### src/rtl/cpu_host_pkg.sv
// Shared encodings for the host-side command engine that loads, runs and dumps the CPU.
package cpu_host_pkg;

   localparam logic [1:0] OP_LOAD_IMEM = 2'd0;
   localparam logic [1:0] OP_LOAD_DMEM = 2'd1;
   localparam logic [1:0] OP_RUN       = 2'd2;
   localparam logic [1:0] OP_DUMP_DMEM = 2'd3;

   localparam int unsigned WORD_BYTES = 4;

   typedef enum logic [2:0] {
      StIdle,
      StLoad,
      StRun,
      StDumpRd,
      StDumpWait,
      StDumpOut,
      StFinish
   } state_e;

endpackage

### src/rtl/cpu_host_loader.sv
// Host command engine: drives the CPU's external imem/dmem ports and enable input to load
// memories, run the core for a fixed number of cycles, and stream data memory back out.
module cpu_host_loader
   import cpu_host_pkg::*;
#(
   parameter int unsigned LEN_W = 16
) (
   input  logic             clk,
   input  logic             arst,
   input  logic             cmd_valid,
   output logic             cmd_ready,
   input  logic [1:0]       cmd_op,
   input  logic [31:0]      cmd_addr,
   input  logic [LEN_W-1:0] cmd_len,
   input  logic             in_valid,
   output logic             in_ready,
   input  logic [31:0]      in_data,
   output logic             out_valid,
   input  logic             out_ready,
   output logic [31:0]      out_data,
   output logic             busy,
   output logic             done,
   output logic             cpu_enable,
   output logic [31:0]      imem_addr,
   output logic             imem_wen,
   output logic             imem_ren,
   output logic [31:0]      imem_wdata,
   input  logic [31:0]      imem_rdata,
   output logic [31:0]      dmem_addr,
   output logic             dmem_wen,
   output logic             dmem_ren,
   output logic [31:0]      dmem_wdata,
   input  logic [31:0]      dmem_rdata
);

   state_e           state_q, state_d;
   logic [31:0]      addr_q, addr_d;
   logic [LEN_W-1:0] len_q, len_d;
   logic [1:0]       op_q, op_d;

   logic             in_ready_d, out_valid_d, busy_d, done_d, cpu_enable_d;
   logic [31:0]      out_data_d;
   logic [31:0]      imem_addr_d, imem_wdata_d, dmem_addr_d, dmem_wdata_d;
   logic             imem_wen_d, dmem_wen_d, dmem_ren_d;
   logic [31:0]      cmd_base, addr_inc;
   logic             last_q;

   // Instruction memory is never read back by the host.
   logic unused_imem_rdata;
   assign unused_imem_rdata = ^imem_rdata;

   assign cmd_ready = (state_q == StIdle);
   assign imem_ren  = 1'b0;
   assign cmd_base  = cmd_addr & ~32'h3;
   assign addr_inc  = addr_q + 32'(WORD_BYTES);
   assign last_q    = (len_q == LEN_W'(1));

   always_comb begin
      state_d      = state_q;
      addr_d       = addr_q;
      len_d        = len_q;
      op_d         = op_q;
      in_ready_d   = 1'b0;
      out_valid_d  = out_valid;
      out_data_d   = out_data;
      done_d       = 1'b0;
      cpu_enable_d = 1'b0;
      imem_addr_d  = imem_addr;
      imem_wdata_d = imem_wdata;
      imem_wen_d   = 1'b0;
      dmem_addr_d  = dmem_addr;
      dmem_wdata_d = dmem_wdata;
      dmem_wen_d   = 1'b0;
      dmem_ren_d   = 1'b0;

      unique case (state_q)
         StIdle: begin
            if (cmd_valid) begin
               addr_d = cmd_base;
               len_d  = cmd_len;
               op_d   = cmd_op;
               if (cmd_len == '0) begin
                  state_d = StFinish;
               end else begin
                  unique case (cmd_op)
                     OP_LOAD_IMEM, OP_LOAD_DMEM: begin
                        in_ready_d = 1'b1;
                        state_d    = StLoad;
                     end
                     OP_RUN: begin
                        // Enable stays high through FINISH, so RUN itself lasts len-1 cycles.
                        cpu_enable_d = 1'b1;
                        len_d        = cmd_len - LEN_W'(1);
                        state_d      = (cmd_len == LEN_W'(1)) ? StFinish : StRun;
                     end
                     default: begin
                        dmem_ren_d  = 1'b1;
                        dmem_addr_d = cmd_base;
                        state_d     = StDumpRd;
                     end
                  endcase
               end
            end
         end
         StLoad: begin
            in_ready_d = 1'b1;
            if (in_valid) begin
               if (op_q == OP_LOAD_IMEM) begin
                  imem_wen_d   = 1'b1;
                  imem_addr_d  = addr_q;
                  imem_wdata_d = in_data;
               end else begin
                  dmem_wen_d   = 1'b1;
                  dmem_addr_d  = addr_q;
                  dmem_wdata_d = in_data;
               end
               addr_d = addr_inc;
               len_d  = len_q - LEN_W'(1);
               if (last_q) begin
                  in_ready_d = 1'b0;
                  state_d    = StFinish;
               end
            end
         end
         StRun: begin
            cpu_enable_d = 1'b1;
            if (last_q) begin
               state_d = StFinish;
            end else begin
               len_d = len_q - LEN_W'(1);
            end
         end
         StDumpRd: begin
            state_d = StDumpWait;
         end
         StDumpWait: begin
            out_data_d  = dmem_rdata;
            out_valid_d = 1'b1;
            state_d     = StDumpOut;
         end
         StDumpOut: begin
            if (out_ready) begin
               out_valid_d = 1'b0;
               addr_d      = addr_inc;
               len_d       = len_q - LEN_W'(1);
               if (last_q) begin
                  state_d = StFinish;
               end else begin
                  dmem_ren_d  = 1'b1;
                  dmem_addr_d = addr_inc;
                  state_d     = StDumpRd;
               end
            end
         end
         StFinish: begin
            done_d  = 1'b1;
            state_d = StIdle;
         end
         default: begin
            state_d = StIdle;
         end
      endcase

      busy_d = (state_d != StIdle);
   end

   always_ff @(posedge clk or posedge arst) begin
      if (arst) begin
         state_q    <= StIdle;
         addr_q     <= '0;
         len_q      <= '0;
         op_q       <= '0;
         in_ready   <= 1'b0;
         out_valid  <= 1'b0;
         out_data   <= '0;
         busy       <= 1'b0;
         done       <= 1'b0;
         cpu_enable <= 1'b0;
         imem_addr  <= '0;
         imem_wdata <= '0;
         imem_wen   <= 1'b0;
         dmem_addr  <= '0;
         dmem_wdata <= '0;
         dmem_wen   <= 1'b0;
         dmem_ren   <= 1'b0;
      end else begin
         state_q    <= state_d;
         addr_q     <= addr_d;
         len_q      <= len_d;
         op_q       <= op_d;
         in_ready   <= in_ready_d;
         out_valid  <= out_valid_d;
         out_data   <= out_data_d;
         busy       <= busy_d;
         done       <= done_d;
         cpu_enable <= cpu_enable_d;
         imem_addr  <= imem_addr_d;
         imem_wdata <= imem_wdata_d;
         imem_wen   <= imem_wen_d;
         dmem_addr  <= dmem_addr_d;
         dmem_wdata <= dmem_wdata_d;
         dmem_wen   <= dmem_wen_d;
         dmem_ren   <= dmem_ren_d;
      end
   end

endmodule

### config.mk
export PLATFORM = sky130hd
export DESIGN_NAME = cpu_host_loader
export DESIGN_NICKNAME = d
export VERILOG_FILES = /design/src/rtl/cpu_host_pkg.sv /design/src/rtl/cpu_host_loader.sv
export SDC_FILE = /design/constraint.sdc
export NUM_CORES = 1
export LEC_CHECK = 0
export ABC_AREA = 1
export BUFFER_PORTS_ARGS = -buffer_cell sky130_fd_sc_hd__buf_2
export CORE_MARGIN = 2
export CORE_UTILIZATION = 50
export CTS_BUF_LIST = sky130_fd_sc_hd__clkbuf_16
export DETAILED_ROUTE_END_ITERATION = 10
export PLACE_DENSITY_LB_ADDON = 0.12
export SYNTH_ARGS = -nofsm -noshare
export SYNTH_HDL_FRONTEND = slang
export SYNTH_SLANG_ARGS = --single-unit
export TNS_END_PERCENT = 100
### constraint.sdc
create_clock -name clk -period 12.35 [get_ports clk]
set_clock_uncertainty 0.15 [all_clocks]
set_input_delay 0 -clock clk [delete_from_list [all_inputs] [get_ports clk]]
set_output_delay 0 -clock clk [all_outputs]
set_load 0.05 [all_outputs]
; Word-level counts from Yosys, hierarchy flattened
; Cells that the tools add are included.
[classes]
bitwise_logic = 1
muxes = 52
n_reduce_logical = 17
n_eq_ne = 18
add_sub_neg = 3
[op_table]
columns = operator, n
row1 = $mux 32, 10
row2 = $pmux 32 s3, 2
row3 = $mux 16, 6
row4 = $pmux 16 s4, 1
row5 = $add 32x3->32 const B, 1
row6 = $eq 16x1->1 const B, 2
row7 = $sub 16x1->16 const B, 2
row8 = $mux 3, 7
row9 = $mux 1, 20
row10 = $pmux 3 s6, 1
row11 = $logic_not 16->1, 1
row12 = $ne 2x2->1 const B, 8
row13 = $eq 3x3->1 const B, 3
row14 = $pmux 1 s2, 4
row15 = $reduce_and 8->1, 1
row16 = $eq 3x2->1 const B, 2
row17 = $pmux 3 s2, 1
row18 = $reduce_and 3->1, 2
row19 = $reduce_bool 3->1, 2
row20 = $reduce_and 5->1, 1
row21 = $logic_not 2->1, 2
row22 = $reduce_and 2->1, 2
row23 = $reduce_and 4->1, 1
row24 = $reduce_bool 4->1, 1
row25 = other kinds (8), 8
[word_totals]
elab_cells = 108
output_inout_bits = 170
inputBits = 151
regBits = 221

; Logic depth before layout (Yosys ltp)
; Gate-level depths: netlist of the first run.
[depth]
word_depth = 7
mapped_depth = 14
ltp_nobuf = 13

; Worst setup path after synthesis of the first run
; Ideal clock, no wire load.
[synth_path]
path_kind = register to register
from = register state_q[2]
to = register dmem_addr[11]
path_buffers = 1
setup_time_ns = 0.118
slack_ns = 10.515
required_time_ns = 12.082
arrival_ns = 1.567
path_stages_with_launch = 10
synth_period_minus_slack_ns = 1.835
cell_sequence = dfrtp_1 inv_2 nand2_1 inv_1 nand2_1 nand2_4 inv_4 buf_4 nand2_1 nand2_1
[synth_via]
elab_chain_len = 3
word_cells_on_any_way = 13
cone_classes = 9 x eq/ne / 1 x mux / 3 x reduce/logical
[synth_lines]
columns = element, line
row1 = from (decl), cpu_host_loader.sv:36  ; state_e state_q, state_d;
row2 = from (signal assigned), cpu_host_loader.sv:169  ; state_q <= StIdle;
row3 = from (signal assigned), cpu_host_loader.sv:187  ; state_q <= state_d;
row4 = $logic_not 3->1 *, -
row5 = net cmd_ready, cpu_host_loader.sv:11  ; output logic cmd_ready,
row6 = $ne 2x2->1 (no line) or $reduce_bool 3->1 (tied branches), -
row7 = $reduce_and 8->1 (no line), -
row8 = to (signal assigned), cpu_host_loader.sv:200  ; dmem_addr <= dmem_addr_d;
row9 = to (decl), cpu_host_loader.sv:29  ; output logic [31:0] dmem_addr,
; The timed path passes the listed nets; every way through them passes the cells marked *.
; A chain may end at the register's enable or synchronous reset.

; Final worst setup path of the first run
[layout_path]
from = register state_q[1]
to = register busy
[layout_via]
elab_chain_len = 4
word_cells_on_any_way = 12
cone_classes = 5 x eq/ne / 5 x mux / 2 x reduce/logical
[layout_lines]
columns = element, line
row1 = $mux 3, "cpu_host_loader.sv:119, cpu_host_loader.sv:127"
row2 = $mux 3, cpu_host_loader.sv:107  ; if (in_valid) begin
row3 = $pmux 3 s6 *, cpu_host_loader.sv:76  ; unique case (state_q)
row4 = $reduce_bool 3->1 *, cpu_host_loader.sv:164  ; busy_d = (state_d != StIdle);
row5 = net busy_d, cpu_host_loader.sv:41  ; logic in_ready_d, out_valid_d, busy_d, done_d, cpu_enable_d;
row6 = to (signal assigned), cpu_host_loader.sv:194  ; busy <= busy_d;
row7 = to (decl), cpu_host_loader.sv:21  ; output logic busy,
; Marked as above.

==> run_results.csv, run 1 <==
group,metric,value,unit
drt,antenna_left,0,
critical_path,r2r_setup_slack,8740,ps
cells_and_area,n_antenna_cell,0,
drt,drc,0,
drt,first_pass_iters,5,
placed_design,dp_slack,8987,ps
floorplanning,std_cell_rows,53,
cells_and_area,instances_no_fill,2120,
critical_path,cp_cell_sequence,"nor2_4, buf_4, inv_2, nor2_2, buf_4, nand3_1, nand2_1, dlygate4sd3_1, nor2_1, dlygate4sd3_1, nand3_1",
clock_network,cts.htree.levels,1,
clock_network,tritoncts,"built",
grt,grt_pass1_vias,10080,
critical_path,cpMaxStageDelayCell,"dlygate4sd3_1",
logic_synthesis,synth.avg_cell_area,7.483,um^2
floorplanning,core_area,0.02109,mm^2
grt,grt_pass1_wl,50900,um
floorplanning,dieArea,0.02268,mm^2
hold_path,hp-class,"primary input to async pin",
floorplanning,io_pins,321,
sta,tightest_slew,1063,ps
logic_synthesis,yosysWarnings,0,
logic_synthesis,seq_area_frac_synth,50.30,%
drt,dr_total_vias,10770,
clock_network,cts_resized,0,
drt,wire_per_inst,15.15,um
drt,postRouteWirelength,32120,um
cells_and_area,post-route-util,68.49,%
status,status,"complete, no violations",
placed_design,dp_cells,1944,
critical_path,required,12640,ps
clock_network,clk_path_buf_depth,3,
grt,grt_max_degree,124,
sta,relSlewSlack,29.10,%
cells_and_area,num-fill-cells,1719,
cells_and_area,finalInstanceArea,0.01444,mm^2
critical_path,critPathCaptureType,"flip-flop",
placed_design,placed_area,0.01231,mm^2
clock_network,clk_pin_slew,60,ps
drt,drt_iter0_drc,846,
flow_run,maxCapViolations,0,
sta,timing.final.ws_setup,8743,ps
logic_synthesis,ys_ff_latch,216,
logic_synthesis,synth.distinct_cells,34,
sta,report.final.slew_viol_count,0,
sta,tns,0,ps
critical_path,cp_slowest_stage_delay,580,ps
cells_and_area,syn_to_final_growth,34.42,%
critical_path,path_buf_inv,5,
placed_design,gp_congestion,0.9159,
critical_path,cp-start-kind,"flip-flop",
logic_synthesis,synth_edf_count,0,
floorplanning,fp.dieH,150.6,um
floorplanning,die_w,150.6,um
sta,finalCritPeriodShare,29.21,%
clock_network,cts-root-buf,"clkbuf_16",
power,power.leakage,7.616,nW
critical_path,cp_top_family,"buffers and inverters",
critical_path,r2r-end,"busy$_DFF_PP0_",
grt,antenna_found_initial,0,
cells_and_area,seqCellArea,0.005405,mm^2
clock_network,clk_latency,510,ps
placed_design,hpwlAfterDp,20910,um
logic_synthesis,synth_ff_type,"dfrtp_1",
cells_and_area,multiInputGateArea,0.004537,mm^2
cells_and_area,drive_gt1_share,19.08,%
critical_path,rr_startpoint,"state_q[1]$_DFF_PP0_",
critical_path,arrival,3900,ps
placed_design,portBuffers,283,
floorplanning,initial_core_util,50.96,%
critical_path,critPathMaxFanout,43,
cells_and_area,nNetsFinal,1984,
sta,finalSetupViolations,0,
sta,finalCriticalPeriod,3607,ps
logic_synthesis,mappedNetlistArea,0.01075,mm^2
critical_path,r2r_cells,11,
power,peakVddDrop,0.2101,mV
grt,grt.overflow.total,0,
sta,finalHoldViolations,0,
clock_network,numCtsBuffers,24,
logic_synthesis,synthCells,1436,
sta,max_freq,277.2,MHz
grt,grtUsageTotal,28.03,%
clock_network,clock_sinks,216,
drt,via_per_inst,5.078,
logic_synthesis,async_flop_share,100.0,%
sta,rsz0062_at_grt,"false",
critical_path,critPathKind,"flip-flop to flip-flop",
power,cellPowerDensity,325.8,mW/mm^2
where the power goes:
part / internal, W / total [W] / switching, W / leakage (nW)
clock: 0.000431 / 0.000725 / 0.000293 / 0.387
sequential: 0.00106 / 0.00130 / 0.000232 / 2.63
combinational: 0.000662 / 0.00268 / 0.00202 / 4.60
registers in the layout, indices dropped and copies added, names as in the netlist, 3 cells and up:
signal,count
dmem_addr,31
imem_addr,30
addr_q,30
len_q,16
out_data,32
imem_wdata,32
state_q,3
dmem_wdata,32
metrics by stage:
stage | power [W] | hold WS [ps]
after detailed placement | 0.003907 | 25.79
after global placement | 0.003861 | 21.33
after floorplan | 0.003287 | -40.38
after global routing | 0.005041 | 66.89
final | 0.004705 | 10.83
after CTS | 0.004700 | 37.00
layout by cell type, fill, tap and decap left out, types with 4 or more instances in the layout:
cell             n
nand2_1        458
nor2_2           5
nand3_1         91
buf_4            7
clkinv_1         4
a31oi_1         13
nor3_1          20
buf_2          283
dlygate4sd3_1  133
xor2_1          18
ha_1             5
a21oi_1         32
nand4_1         11
inv_2            7
dfrtp_1        216
nor2_1         183
clkinvlp_4       4
clkinv_2         5
inv_1          136
o211ai_1         4
a22oi_1         13
o21ai_1         15
clkbuf_16       25
o21ai_0        132
routing by layer:
layer	vias up	routed length, um	GRT usage (%)
met5	-	0	0
met4	0	949	9.112
met3	59	2646	5.636
met2	449	14950	45.48
met1	4927	13570	37.92
li1	5331	-	-
cells by family after synthesis:
group	share of synthesized area (%)
xor gates and xnor gates	1.630
DFF	50.30
AOI/OAI and AO/OA	10.41
other	0.03490
adders and majority gates	0.5822
and+or+nand+nor	29.47
buffers and inverters	7.569
synth_stat cells, types with 15 or more instances:
library cell	number	area (um^2)
o21ai_0	132	660.6
dfrtp_1	216	5405
nand3_1	91	455.4
nand2_1	458	1719
o21ai_1	15	75.07
clkbuf_1	39	146.4
nor2_1	184	690.7
a21oi_1	32	160.2
xor2_1	18	157.7
inv_1	136	510.5
nor3_1	20	100.1
how the worst max path moves through the flow:
| stage | cells past startpoint | slack [ps] | endpoint | start |
|---|---|---|---|---|
| 2_1_floorplan | 1 | 6290 | addr_q[10]$_DFFE_PP0P_ | arst |
| 3_3_place_gp | 11 | 8960 | len_q[9]$_DFFE_PP0P_ | state_q[1]$_DFF_PP0_ |
| 3_5_place_dp | 11 | 8990 | len_q[8]$_DFFE_PP0P_ | state_q[1]$_DFF_PP0_ |
| 4_1_cts | 11 | 8780 | busy$_DFF_PP0_ | state_q[1]$_DFF_PP0_ |
| 5_1_grt | 11 | 8550 | busy$_DFF_PP0_ | state_q[1]$_DFF_PP0_ |
| 6_report | 11 | 8740 | busy$_DFF_PP0_ | state_q[1]$_DFF_PP0_ |
layout make-up:
type | count | share of cell area, %
sequential | 216 | 37.42
timing repair buffer | 423 | 19.39
inverter | 145 | 3.846
multi-input combinational | 1018 | 31.41
clock buffer | 25 | 4.331
tap | 275 | 2.382
clock inverter | 18 | 1.221
worst reg2reg max path, delay by kind of cell (launching register included):
kind	cells	cell delay (ps)
AND/OR/NAND/NOR	6	650
flip-flops	1	450
buffers and inverters	5	2290
what timing repair did:
action	in CTS	in global routing
hold endpoints to repair	280	0
setup buffers	0	0
endpoints found under the setup margin	0	0
hold buffers	133	0
No activity file was read; power rests on OpenSTA's default activity.
==> run 2: changes to the inputs <==
Settings changed: ABC_AREA 1 to 0.
Clock period 12.35 ns to 3.4 ns, I/O delays scaled along.
==> run 2 against run 1 <==
Compared with the run above: count of clock-buffer cells in the layout shrank 1; cell area shrank 2.4%; non-clock buffer count grew 7; power grew to 3.4 times the previous value; combinational power grew to 3.3 times the previous value; global-route usage is essentially flat; synthesized cell count shrank 22%.
==> run_results.csv, run 2 <==
group,metric,value,unit
logic_synthesis,async_flop_share,100.0,%
cells_and_area,final_common_cell,"nand2_1",
drt,drc,0,
floorplanning,dieArea,0.02208,mm^2
sta,finalSetupViolations,0,
critical_path,critPathMaxFanout,16,
critical_path,required,3700,ps
floorplanning,std_cell_rows,52,
flow_run,maxCapViolations,0,
logic_synthesis,synth.distinct_cells,63,
sta,tns,0,ps
logic_synthesis,synthCells,1115,
logic_synthesis,yosys.area.top_type,"dfrtp_1",
drt,first_pass_iters,7,
logic_synthesis,synth.avg_cell_area,9.377,um^2
power,cellPowerDensity,1147,mW/mm^2
floorplanning,core_area,0.02036,mm^2
sta,finalCriticalPeriod,2912,ps
clock_network,clk_latency,520,ps
cells_and_area,syn_to_final_growth,34.89,%
cells_and_area,drive_gt1_share,27.08,%
cells_and_area,top_regs,"dmem_wdata x32, imem_wdata x32, out_data x32",
placed_design,hpwlAfterDp,20080,um
clock_network,clk_pin_slew,60,ps
clock_network,clk_path_buf_depth,3,
floorplanning,initial_core_util,51.34,%
cells_and_area,nNetsFinal,1652,
clock_network,postCtsSetupRepairBufs,0,
critical_path,arrival,3220,ps
clock_network,cts.htree.levels,1,
grt,grt_max_degree,82,
drt,antenna_left,0,
logic_synthesis,synth_edf_count,0,
sta,finalHoldViolations,0,
logic_synthesis,yosysWarnings,0,
clock_network,clock_sinks,216,
critical_path,rr_startpoint,"state_q[0]$_DFF_PP0_",
drt,via_per_inst,5.461,
cells_and_area,layout_common_cells,"nand2_1, buf_2, dfrtp_1",
critical_path,cp-endpoint,"op_q[1]$_DFFE_PP0P_",
floorplanning,fp.dieH,148.6,um
logic_synthesis,ys_ff_latch,216,
clock_network,cts-root-buf,"clkbuf_16",
clock_network,cts_resized,0,
power,peakVddDrop,0.7344,mV
sta,max_freq,343.4,MHz
critical_path,r2r-end,"op_q[1]$_DFFE_PP0P_",
grt,antenna_found_initial,0,
critical_path,critPathCaptureType,"flip-flop",
drt,dr_total_vias,9743,
placed_design,dp_slack,622.2,ps
logic_synthesis,synthTopCellsByCount,"nand2_1, dfrtp_1, nor2_1",
clock_network,tritoncts,"built",
cells_and_area,n_antenna_cell,0,
logic_synthesis,mappedNetlistArea,0.01046,mm^2
sta,tightest_slew,1039,ps
grt,grt_pass1_wl,50020,um
power,power.leakage,6.731,nW
drt,drt_iter0_drc,778,
critical_path,cp-startpoint,"state_q[0]$_DFF_PP0_",
hold_path,hp-class,"primary input to async pin",
sta,relSlewSlack,30.75,%
grt,grt_pass1_vias,9693,
sta,timing.final.ws_setup,488.2,ps
critical_path,cp-start-kind,"flip-flop",
grt,grt.overflow.total,0,
drt,wire_per_inst,17.48,um
logic_synthesis,synth.most_common_cell,"nand2_1",
drt,postRouteWirelength,31180,um
logic_synthesis,synth_top_cell_area_share,51.70,%
sta,report.final.slew_viol_count,0,
sta,rsz0062_at_grt,"false",
sta,finalCritPeriodShare,85.64,%
logic_synthesis,synth_area_leaders,"dfrtp_1, nand2_1, mux2_2",
logic_synthesis,synth_ff_type,"dfrtp_1",
floorplanning,die_w,148.6,um
logic_synthesis,seq_area_frac_synth,51.70,%
critical_path,r2r_cells,6,
placed_design,gp_congestion,0.8727,
status,status,"complete, no violations",
clock_network,numCtsBuffers,24,
critical_path,r2r_setup_slack,490,ps
clock_network,ctsHoldBuffers,128,
grt,grtUsageTotal,28.07,%
critical_path,critPathKind,"flip-flop to flip-flop",
placed_design,portBuffers,283,
floorplanning,io_pins,321,
## run 2: final cells by class
| type | count | area (um^2) |
|---|---|---|
| fillers | 1580 | 6262 |
| flip-flops and latches | 216 | 5405 |
| multi-input cells | 812 | 4726 |
| repair buffers | 430 | 2865 |
| clock buffers | 24 | 600.6 |
| well taps | 270 | 337.8 |
| clock inverters | 20 | 118.9 |
| inverters | 12 | 48.80 |
## run 2: worst min path at each step
stage               cells after the start  slack [ps]                    endpoint
floorplan                               2         -40   dmem_wdata[0]$_DFFE_PP0P_
global route                            3          80  dmem_wdata[23]$_DFFE_PP0P_
finish                                  3          20  dmem_wdata[23]$_DFFE_PP0P_
CTS                                     3          10  dmem_wdata[23]$_DFFE_PP0P_
global placement                        2          20  dmem_wdata[21]$_DFFE_PP0P_
detailed placement                      2          20  imem_wdata[29]$_DFFE_PP0P_
## run 2: report_power, final
group	internal (W)	leakage [nW]	switching, W
clock network	0.00135	0.384	0.00105
logic	0.00251	3.75	0.00644
registers	0.00383	2.60	0.000992
## run 2: logic make-up (layout without fill, tap and decap cells)
kind of cell,after synthesis,after routing,share of synthesized area (%)
buffers and inverters,89,486,3.566
multiplexers,65,65,6.929
adder cells (fa/ha/maj),5,5,0.5984
AO/OA/AOI/OAI,200,200,12.43
flip-flops,216,216,51.70
other,1,3,0.03587
XOR/XNOR,39,39,3.267
AND/OR/NAND/NOR,500,500,21.47
## run 2: critical path, stage by stage (launching register included)
cell and delay, ps:
dfrtp_1 500, nor3_2 330, and2_1 580, nand2_1 120
dlygate4sd3_1 580, nand2_1 60, dlygate4sd3_1 540
## run 2: layer usage
layer	track usage, %	vias up	wire length (um)
met4	8.095	0	820
met1	36.97	4664	13140
li1	-	4630	-
met2	47.20	391	14700
met3	5.859	58	2521
met5	0	-	0
## run 2: through the flow
stage / total power [W] / cell area, um^2 / utilization (%) / cells / hold slack [ps]
5_1_grt: 0.01718 / 14100 / 69.25 / 1784 / 80.48
4_1_cts: 0.01624 / 14100 / 69.25 / 1784 / 11.09
3_5_place_dp: 0.01363 / 12100 / 59.42 / 1612 / 22.52
6_report: 0.01618 / 14100 / 69.25 / 1784 / 19.40
3_3_place_gp: 0.01346 / 12100 / 59.42 / 1612 / 23.21
2_1_floorplan: 0.01143 / 10470 / - / 1117 / -44.56
==> run 3: changes to the inputs <==
Settings changed: HOLD_SLACK_MARGIN from default to 0.15.
==> run 3 against run 2 <==
Compared with the run above: flip-flop and latch count stayed put; via count grew 4.8%; routed wire length rose by 6.7%; critical path depth stayed put; hold slack gained 170 ps; die area did not move; critical path type unchanged; critical endpoint unchanged; highest routed layer unchanged.
==> run_results.csv, run 3 (synthesized netlist as in run 2, its figures left out) <==
group,metric,value,unit
status,status,"complete, no violations",
critical_path,r2r_setup_slack,500,ps
sta,relSlewSlack,33.25,%
cells_and_area,drive_gt1_share,25.83,%
floorplanning,fp.dieH,148.6,um
drt,first_pass_iters,5,
clock_network,clk_pin_slew,60,ps
cells_and_area,post-route-util,72.84,%
clock_network,clock_sinks,216,
floorplanning,std_cell_rows,52,
power,p_int,0.007742,W
power,pwr-share-seq,29.7,%
hold_path,hp-class,"primary input to flip-flop",
cells_and_area,num-fill-cells,1413,
power,pwr-share-comb,55.5,%
flow_run,maxCapViolations,0,
critical_path,cpMaxStageDelayCell,"and2_1",
clock_network,tritoncts,"built",
critical_path,arrival,3210,ps
cells_and_area,nNetsFinal,1725,
critical_path,cp_cell_sequence,"nor3_2, and2_1, nand2_1, dlygate4sd3_1, nand2_1, dlygate4sd3_1",
cells_and_area,layout_common_cells,"nand2_1, buf_2, dfrtp_1",
critical_path,r2r-end,"op_q[1]$_DFFE_PP0P_",
clock_network,postCtsSetupRepairBufs,0,
clock_network,clk_path_buf_depth,3,
drt,drt_iter0_drc,805,
power,cellPowerDensity,1103,mW/mm^2
sta,finalCritPeriodShare,85.44,%
clock_network,clk_latency,530,ps
clock_network,numCtsBuffers,24,
sta,finalHoldViolations,0,
power,clkPwrFrac,14.8,%
power,peakVddDrop,0.7150,mV
grt,grt_pass1_wl,53240,um
placed_design,dp_cells,1612,
grt,antenna_found_initial,0,
critical_path,cp-startpoint,"state_q[0]$_DFF_PP0_",
sta,report.final.slew_viol_count,0,
drt,via_per_inst,5.499,
drt,drc,0,
sta,finalCriticalPeriod,2905,ps
drt,dr_total_vias,10210,
clock_network,ctsHoldBuffers,201,
placed_design,gp_congestion,0.8727,
floorplanning,core_area,0.02036,mm^2
hold_path,hold_start,"cmd_addr[3]",
grt,grtUsageTotal,30.04,%
cells_and_area,top_regs,"dmem_wdata x32, imem_wdata x32, out_data x32",
critical_path,cp_slowest_stage_delay,580,ps
power,p_switching,0.008619,W
critical_path,r2r_cells,6,
floorplanning,initial_core_util,51.34,%
critical_path,cp-start-kind,"flip-flop",
placed_design,portBuffers,283,
critical_path,critPathMaxFanout,16,
drt,wire_per_inst,17.91,um
grt,grt.overflow.total,0,
sta,max_freq,344.2,MHz
critical_path,rr_startpoint,"state_q[0]$_DFF_PP0_",
cells_and_area,finalInstanceArea,0.01483,mm^2
cells_and_area,instances_no_fill,1857,
cells_and_area,syn_to_final_growth,41.87,%
power,swShare,52.68,%
critical_path,required,3710,ps
critical_path,critPathCaptureType,"flip-flop",
sta,tightest_slew,1001,ps
grt,grt_pass1_vias,10240,
sta,finalSetupViolations,0,
placed_design,hpwlAfterDp,20080,um
grt,grt_max_degree,82,
floorplanning,io_pins,321,
cells_and_area,final_common_cell,"nand2_1",
placed_design,dp_slack,622.2,ps
critical_path,cp-endpoint,"op_q[1]$_DFFE_PP0P_",
sta,rsz0062_at_grt,"false",
cells_and_area,n_antenna_cell,0,
critical_path,critPathKind,"flip-flop to flip-flop",
drt,antenna_left,0,
clock_network,cts-root-buf,"clkbuf_16",
clock_network,cts_resized,0,
clock_network,cts.htree.levels,1,
floorplanning,die_w,148.6,um
placed_design,placed_area,0.01210,mm^2
sta,tns,0,ps
floorplanning,dieArea,0.02208,mm^2
sta,timing.final.ws_setup,495.1,ps
drt,postRouteWirelength,33260,um
power,power.leakage,7.036,nW
-- run 3: changes by cell type in the layout (fill, tap and decap cells not counted), sizes merged --
cell         delta
dlygate4sd3    +73
-- run 3: power by group through the flow --
stage	clock network [W]	logic, W	registers [W]
6_report	0.00242	0.00908	0.00487
3_5_place_dp	0	0.00880	0.00484
4_1_cts	0.00246	0.00902	0.00481
3_3_place_gp	0	0.00867	0.00479
5_1_grt	0.00256	0.00974	0.00504
2_1_floorplan	0	0.00365	0.00778
-- run 3: metrics by stage --
stage,hold WS (ps),power [W]
floorplan,-44.56,0.01143
global placement,23.21,0.01346
detailed placement,22.52,0.01363
CTS,151.0,0.01629
global route,212.0,0.01733
finish,186.8,0.01636
-- run 3: worst min path at each step --
stage	endpoint	slack (ps)	cells past startpoint
global placement	dmem_wdata[21]$_DFFE_PP0P_	20	2
CTS	addr_q[3]$_DFFE_PP0P_	150	4
floorplan	dmem_wdata[0]$_DFFE_PP0P_	-40	2
detailed placement	imem_wdata[29]$_DFFE_PP0P_	20	2
finish	addr_q[3]$_DFFE_PP0P_	190	4
global route	addr_q[3]$_DFFE_PP0P_	210	4
-- run 3: critical path, delay by kind of cell (launching register included) --
family / cells / cell delay [ps]
buf+inv: 2 / 1120
flops: 1 / 500
simple gates: 4 / 1090
-- run 3: per-layer routing --
| layer | part of all wire (%) | vias to the layer above | global-route usage (%) |
|---|---|---|---|
| met4 | 3.1 | 0 | 9.762 |
| met5 | 0 | - | 0 |
| met2 | 48 | 464 | 50.60 |
| li1 | - | 4780 | - |
| met3 | 7.9 | 74 | 6.196 |
| met1 | 41 | 4893 | 39.08 |
-- run 3: layout make-up --
class                   instances  area (um^2)  share of cell area [%]
clock inverters                20        118.9                  0.8013
clock buffers                  24        600.6                   4.049
inverters                      12        48.80                  0.3290
flip-flops and latches        216         5405                   36.44
well taps                     270        337.8                   2.278
multi-input cells             812         4726                   31.86
repair buffers                503         3596                   24.24
